**src/rtl/register_file_sb_if.sv**
```systemverilog
// Read, write and issue signals of the scoreboarded register file.
// The master drives addresses, write data and issues; the slave returns read data and busy flags.
interface register_file_sb_if #(
  parameter int unsigned XLEN = 32,
  parameter int unsigned AW   = 5,
  parameter int unsigned NRD  = 2
);
  logic [NRD*AW-1:0]   ra;
  logic [NRD*XLEN-1:0] rd;
  logic [NRD-1:0]      rd_busy;
  logic                we;
  logic [AW-1:0]       wa;
  logic [XLEN-1:0]     wd;
  logic                issue_v;
  logic [AW-1:0]       issue_a;

  modport master (
    output ra, we, wa, wd, issue_v, issue_a,
    input  rd, rd_busy
  );

  modport slave (
    input  ra, we, wa, wd, issue_v, issue_a,
    output rd, rd_busy
  );
endinterface

```
**src/rtl/register_file_sb.sv**
```systemverilog
// Multi-port register file with a per-register busy scoreboard.
// It supports write-to-read bypass, a hardwired x0 and optional registered reads.
module register_file_sb #(
  parameter int unsigned XLEN     = 32,
  parameter int unsigned NREG     = 32,
  parameter int unsigned AW       = 5,
  parameter int unsigned NRD      = 2,
  parameter int unsigned ZERO_REG = 1,
  parameter int unsigned BYPASS   = 1,
  parameter int unsigned READ_REG = 0
) (
  input  logic              clk,
  input  logic              rst,
  register_file_sb_if.slave bus
);

  logic [XLEN-1:0]     regs_q [NREG];
  logic [NREG-1:0]     busy_q, busy_d;
  logic                wr_en;
  logic [AW-1:0]       ra_p   [NRD];
  logic [NRD-1:0]      hit;
  logic [NRD*XLEN-1:0] rd_v;
  logic [NRD-1:0]      b_v;

  assign wr_en = bus.we && !(ZERO_REG != 0 && bus.wa == '0);

  always_ff @(posedge clk or negedge rst) begin
    if (!rst) begin
      for (int r = 0; r < int'(NREG); r++) regs_q[r] <= '0;
      busy_q <= '0;
    end else begin
      if (wr_en) regs_q[bus.wa] <= bus.wd;
      busy_q <= busy_d;
    end
  end

  // A newly issued producer wins over the write that retires the previous one.
  always_comb begin
    busy_d = busy_q;
    for (int r = 0; r < int'(NREG); r++) begin
      if (bus.issue_v && bus.issue_a == AW'(r) && !(ZERO_REG != 0 && r == 0)) begin
        busy_d[r] = 1'b1;
      end else if (bus.we && bus.wa == AW'(r)) begin
        busy_d[r] = 1'b0;
      end
    end
  end

  always_comb begin
    rd_v = '0;
    b_v  = '0;
    hit  = '0;
    for (int i = 0; i < int'(NRD); i++) begin
      ra_p[i] = bus.ra[i*AW +: AW];
      hit[i]  = BYPASS != 0 && bus.we && bus.wa == ra_p[i] &&
                !(ZERO_REG != 0 && ra_p[i] == '0);
      if (ZERO_REG != 0 && ra_p[i] == '0) begin
        rd_v[i*XLEN +: XLEN] = '0;
        b_v[i]               = 1'b0;
      end else if (hit[i]) begin
        // The forwarded write satisfies the old producer; only a same-cycle issue re-claims it.
        rd_v[i*XLEN +: XLEN] = bus.wd;
        b_v[i]               = bus.issue_v && bus.issue_a == ra_p[i];
      end else begin
        rd_v[i*XLEN +: XLEN] = regs_q[ra_p[i]];
        b_v[i]               = busy_q[ra_p[i]];
      end
    end
  end

  if (READ_REG != 0) begin : g_reg
    logic [NRD*XLEN-1:0] rd_q;
    logic [NRD-1:0]      rdb_q;

    always_ff @(posedge clk or negedge rst) begin
      if (!rst) begin
        rd_q  <= '0;
        rdb_q <= '0;
      end else begin
        rd_q  <= rd_v;
        rdb_q <= b_v;
      end
    end

    assign bus.rd      = rd_q;
    assign bus.rd_busy = rdb_q;
  end else begin : g_comb
    // Bypass could otherwise leak write data while reset is held.
    assign bus.rd      = rst ? rd_v : '0;
    assign bus.rd_busy = rst ? b_v : '0;
  end

endmodule

```
**src/flat_wrapper.sv**
```systemverilog
// flat-port wrapper written by rule: the top's interface ports become plain ports
module register_file_sb_flat 
#(
  parameter int unsigned XLEN     = 32,
  parameter int unsigned NREG     = 32,
  parameter int unsigned AW       = 5,
  parameter int unsigned NRD      = 2,
  parameter int unsigned ZERO_REG = 1,
  parameter int unsigned BYPASS   = 1,
  parameter int unsigned READ_REG = 0
)
  (clk, rst, bus_ra, bus_we, bus_wa, bus_wd, bus_issue_v, bus_issue_a, bus_rd, bus_rd_busy);
  register_file_sb_if #(.XLEN(XLEN), .AW(AW), .NRD(NRD)) bus_i ();
  input  logic clk;
  input  logic rst;
  input wire logic [$bits(bus_i.ra)-1:0] bus_ra;
  input wire logic [$bits(bus_i.we)-1:0] bus_we;
  input wire logic [$bits(bus_i.wa)-1:0] bus_wa;
  input wire logic [$bits(bus_i.wd)-1:0] bus_wd;
  input wire logic [$bits(bus_i.issue_v)-1:0] bus_issue_v;
  input wire logic [$bits(bus_i.issue_a)-1:0] bus_issue_a;
  output wire logic [$bits(bus_i.rd)-1:0] bus_rd;
  output wire logic [$bits(bus_i.rd_busy)-1:0] bus_rd_busy;
  assign bus_i.ra = bus_ra;
  assign bus_i.we = bus_we;
  assign bus_i.wa = bus_wa;
  assign bus_i.wd = bus_wd;
  assign bus_i.issue_v = bus_issue_v;
  assign bus_i.issue_a = bus_issue_a;
  assign bus_rd = bus_i.rd;
  assign bus_rd_busy = bus_i.rd_busy;
  register_file_sb #(.XLEN(XLEN), .NREG(NREG), .AW(AW), .NRD(NRD), .ZERO_REG(ZERO_REG), .BYPASS(BYPASS), .READ_REG(READ_REG)) u_core (.clk(clk), .rst(rst), .bus(bus_i));
endmodule
```
**config.mk**
```make
export PLATFORM = sky130hd
export DESIGN_NAME = register_file_sb_flat
export DESIGN_NICKNAME = d
export VERILOG_FILES = /design/src/rtl/register_file_sb_if.sv /design/src/rtl/register_file_sb.sv /design/src/flat_wrapper.sv
export SDC_FILE = /design/constraint.sdc
export NUM_CORES = 2
export LEC_CHECK = 0
export CORE_AREA = 2 2 264 370
export DETAILED_ROUTE_END_ITERATION = 16
export DIE_AREA = 0 0 266 372
export PLACE_DENSITY = 0.77
export SLEW_MARGIN = 20
export SYNTH_ARGS = -nofsm -noshare
export SYNTH_HDL_FRONTEND = slang
export SYNTH_SLANG_ARGS = --single-unit
```
**constraint.sdc**
```tcl
create_clock -name clk -period 4.9 [get_ports clk]
set_input_delay 0.49 -clock clk [delete_from_list [all_inputs] [get_ports clk]]
set_output_delay 0.49 -clock clk [all_outputs]
set_load 0.05 [all_outputs]
```
Word level (Yosys, flattened, before mapping)
Index checks and enable logic that the tools add are counted.
{"block": "totals", "register_bits": 1055, "latchBits": 0, "mem_bits_rw": 0, "rom_bits": 0, "input_bits": 56, "memories": 0}
{"block": "classes", "add_sub_neg": 0, "multipliers": 0, "div_mod_pow": 0, "n_lt_le_gt_ge": 6, "eq_ne": 66, "n_shift": 0, "n_mux": 85, "n_bitwise": 3, "n_reduce_logical": 107}
{"cell": "bitwise mux 1024 bit", "n": 1}
{"cell": "binary-select mux 32 bit (select 5 bit)", "n": 2}
{"cell": "2-to-1 mux 32 bit", "n": 9}
{"cell": "demux 32 bit (select 5 bit)", "n": 1}
{"cell": "== test 5 bit (second input constant)", "n": 32}
{"cell": "== test 5 x 4 -> 1 bit (second input constant)", "n": 16}
{"cell": "logical AND 1 bit", "n": 70}
{"cell": "2-to-1 mux 1 bit", "n": 68}
{"cell": "2-to-1 mux 64 bit", "n": 1}
{"cell": "nonzero test 2 bit", "n": 31}
{"cell": "== test 5 x 3 -> 1 bit (second input constant)", "n": 8}
{"cell": "== test 5 x 2 -> 1 bit (second input constant)", "n": 4}
{"cell": "== test 5 bit", "n": 4}
{"cell": "greater-or-equal comparator 6 bit (second input constant)", "n": 3}
{"cell": "inverter 5 -> 6 bit", "n": 3}
{"cell": "zero test 5 bit", "n": 3}
{"cell": "less-than comparator 5 x 6 -> 1 bit (second input constant)", "n": 2}
{"cell": "binary-select mux 1 bit (select 5 bit)", "n": 2}
{"cell": "== test 5 x 1 -> 1 bit (second input constant)", "n": 2}
{"cell": "less-than comparator 6 x 1 -> 1 bit (second input constant)", "n": 1}
{"cell": "zero test 1 bit", "n": 3}
{"cell": "2-to-1 mux 2 bit", "n": 1}

Depth between registers and ports, before layout
{"block": "depth", "word_depth": 7, "mapped_depth": 10, "ltp_nobuf": 5}

Worst setup path before layout
Ideal clock, no wire load.
{"block": "synth_path", "path_kind": "input to output", "from": "input port bus_wa[1]", "to": "output port bus_rd_busy[1]", "arrival_time_ns": 2.872, "required_time_ns": 4.410, "setup_slack_ns": 1.538, "path_stages": 7, "n_path_buf": 2, "path_cell_list": "buf_2 xor2_1 nor4_1 and4_1 buf_4 a21oi_1 a311oi_1"}
{"block": "synth_between", "elab_chain_cells": 6}
{"element": "from (decl)", "line_no": "flat_wrapper.sv:18", "rtl": "input wire logic [$bits(bus_i.wa)-1:0] bus_wa;"}
{"element": "== test 5 bit", "line_no": "register_file_sb.sv:55", "rtl": "hit[i] = BYPASS != 0 && bus.we && bus.wa == ra_p[i] &&"}
{"element": "logical AND 1 bit (2 in a row)", "line_no": "register_file_sb.sv:55"}
{"element": "2-to-1 mux 1 bit", "line_no": "register_file_sb.sv:60", "rtl": "end else if (hit[i]) begin"}
{"element": "2-to-1 mux 1 bit", "line_no": "register_file_sb.sv:57", "rtl": "if (ZERO_REG != 0 && ra_p[i] == '0) begin"}
{"element": "2-to-1 mux 2 bit", "line_no": "register_file_sb.sv:90", "rtl": "assign bus.rd_busy = rst ? b_v : '0;"}
{"element": "to (decl)", "line_no": "flat_wrapper.sv:23", "rtl": "output wire logic [$bits(bus_i.rd_busy)-1:0] bus_rd_busy;"}
No other way between the ends.

Worst setup path after layout
{"block": "layout_path", "from": "input port bus_ra[9]", "to": "output port bus_rd[44]"}
{"block": "layout_between", "elab_chain_cells": 7}
{"element": "from (decl)", "line_no": "flat_wrapper.sv:16", "rtl": "input wire logic [$bits(bus_i.ra)-1:0] bus_ra;"}
{"element": "inverter 5 -> 6 bit (implied by the code)", "line_no": "register_file_sb.sv:65", "rtl": "rd_v[i*XLEN +: XLEN] = regs_q[ra_p[i]];"}
{"element": "binary-select mux 32 bit (select 5 bit)", "line_no": "register_file_sb.sv:65"}
{"element": "2-to-1 mux 32 bit (implied by the code) (2 in a row)", "line_no": "register_file_sb.sv:65"}
{"element": "2-to-1 mux 32 bit", "line_no": "register_file_sb.sv:60"}
{"element": "2-to-1 mux 32 bit *", "line_no": "register_file_sb.sv:57"}
{"element": "2-to-1 mux 64 bit *", "line_no": "register_file_sb.sv:89", "rtl": "assign bus.rd = rst ? rd_v : '0;"}
{"element": "to (decl)", "line_no": "flat_wrapper.sv:22", "rtl": "output wire logic [$bits(bus_i.rd)-1:0] bus_rd;"}
Every way passes the cells marked *; elsewhere a longest branch is shown, timed or not. The select of a mux whose other input is x is not followed.

==> results.ini <==
[drt]
wirelength_um=177000
wl_per_cell_um=33.5
drtPass1Iterations=5
num_vias=38600
viasPerCell=7.31
drt_iter0_markers=3960
drtAntennaViolNets=0
route.detailed.drc=0

[cells_and_area]
area_growth_pct=10.4
nNetsFinal=4034
num_antenna_cells=0
fin_cells=5284
drive_gt1_share_pct=48.2

[timing]
grt_setup_unrepaired=no
finalSetupViolCount=0
drv_slew=0
fmax_mhz=229
slew_headroom_pct=21.0
hold_viol_final=0
post-route-period-util_pct=89.2
timing.final.crit_period_ns=4.37
clock_skew_ns=0
worst_pin_slew_ns=1.18
setup_tns_ns=0

[floorplanning]
die_area_sq_mm=0.0990
die_w_um=266
start_util_pct=59.5
core_sq_mm=0.0959
row_count=135
die_h_um=372
ioPinCount=122

[synthesis]
syn_area_sq_mm=0.0571
syn_area_per_cell_sq_um=14.1
yosys-top-cells-count=mux2_2, dfrtp_1, mux4_2, nor3_1, nor2_1
ys_ff_latch=1055
yosys_warnings=0
ys_top_cells_by_area=dfrtp_1, mux2_2, mux4_2, mux2i_1, nor3_1
synth_cell_types=53
seq_area_frac_synth_pct=46.2
synth-edff-count=0
synth_nets=4116
async_reset_ff_share_pct=100
ys.flop_type=dfrtp_1
yosysMostFrequentCell=mux2_2
synth_top_area_share_pct=46.2
syn_inst=4060
yosys.area.top_type=dfrtp_1

[global_routing]
track_usage_pct=36.3
grt_overflow_total=0
grt_pass1_wl_um=263000
met2_usage_pct=59.1
grt_pass1_vias=40200
met3_usage_pct=7.49
grt_use_met1_pct=44.2
antenna_found_initial=1
busiest_layer=met2
grt_max_degree=159

[worst_setup_path]
arrival_ns=3.88
endpoint_kind=output pin
critPathMaxFanout=16
critPathLaunchType=input pin
crit_type=input pin to output pin
cp.required_ns=4.41

[clock_tree]
cts.htree.levels=3
clk_pin_slew_ns=0.07
cts_root_buf=clkbuf_16
cts_tree=done
cts_hold_buf=1
clk_latency_ns=0.71
cts_setup_buffers=0
cts_resized=0
cts_buffer_depth=3
numCtsBuffers=101
cts.sinks=1055

[place]
hpwlAfterDp_um=104000
place_inst=5107
portBuffers=121
gp_congestion=0.859

[power]
ir_worst_vdd_mv=0.329
power.leakage_nw=27.2
power_density_mw_per_mm2=398

[hold_path]
hp-class=input pin to async pin

[run_status]
status=completed

[job]
drv_cap=0

[layout by cell type, fill, tap and decap left out, types with 9 or more instances in the layout]
cell / n
a22o_1: 9
clkbuf_1: 24
clkdlybuf4s50_1: 35
buf_4: 138
a221o_1: 49
buf_12: 87
mux2i_1: 122
o22ai_1: 130
mux2_2: 1092
nor3_1: 222
nand2_2: 13
mux2_1: 37
clkinv_2: 17
mux4_2: 405
o221ai_1: 59
xor2_1: 15
dfrtp_1: 1055
nor2_1: 196
a21oi_1: 11
nand2_1: 21
o21ai_0: 26
clkbuf_8: 17
buf_2: 13
nor2_4: 12
nor4_1: 21
clkbuf_16: 103
[routing by layer]
metal	part of all wire [%]	routed length (um)	vias up
met5	0.019	34	-
met4	7.7	13600	4
li1	-	-	15400
met3	8.2	14600	698
met2	48	85800	2100
met1	36	63000	20500
[sequential cells by signal (all words and copies together), names as in the netlist]
register       cells
u_core.regs_q   1024
u_core.busy_q     31
[stage by stage]
step	hold WS, ns	area, sq um	utilization (%)	setup WS, ns	total power [W]
floorplan	0.194	57100	-	1.54	0.0154
global placement	0.383	59700	62.3	0.733	0.0168
detailed placement	0.386	59700	62.3	0.667	0.0171
CTS	0.268	63000	65.7	0.693	0.0250
global route	0.292	63000	65.7	0.449	0.0260
finish	0.271	63000	65.7	0.528	0.0251
[area by class of cell]
type	instances	area, sq um
sequential	1055	26400
inverter	6	22.5
clock inverter	32	385
fill	6830	32900
multi-input combinational	2535	28500
clock buffer	144	2900
timing repair buffer	279	3280
tap	1233	1540
[where the power goes]
part | leakage (nW) | switching, W | internal [W] | total [W]
registers | 13.5 | 0.00123 | 0.0104 | 0.0116
clock network | 1.62 | 0.00352 | 0.00448 | 0.00799
logic | 12.1 | 0.00229 | 0.00316 | 0.00545
[path summary, 6_finish.rpt]
kind                                       endpoint                start  slack [ns]  cells after the start
worst max-delay path                     bus_rd[44]            bus_ra[9]        0.53                      9
worst min register to register  u_core.regs_q[1015]  u_core.regs_q[1015]        0.40                      0
worst min-delay path              u_core.regs_q[13]                  rst        0.27                      2
max in group asynchronous        u_core.regs_q[440]                  rst        2.62                      4
min in group clk                u_core.regs_q[1015]  u_core.regs_q[1015]        0.40                      0
worst max register to register   u_core.regs_q[229]   u_core.regs_q[229]        4.08                      1
[logic make-up (layout without fill, tap and decap cells)]
| family | count (synthesis) | in the layout | share of synthesized area [%] |
|---|---|---|---|
| simple gates | 543 | 543 | 4.62 |
| flops | 1055 | 1055 | 46.2 |
| xor+xnor | 19 | 19 | 0.292 |
| compound gates | 317 | 317 | 4.14 |
| mux | 1656 | 1656 | 40.4 |
| buf+inv | 470 | 461 | 4.31 |
[worst max-delay path: stages]
cell and delay [ns]:
buf_2 0.58, nand3b_2 0.65, buf_4 0.39, o22ai_1 0.10, nor4_1 0.87, nor3_1 0.10
buf_4 0.18, nor3_1 0.30, buf_12 0.18
No activity file was read; power rests on OpenSTA's default activity.
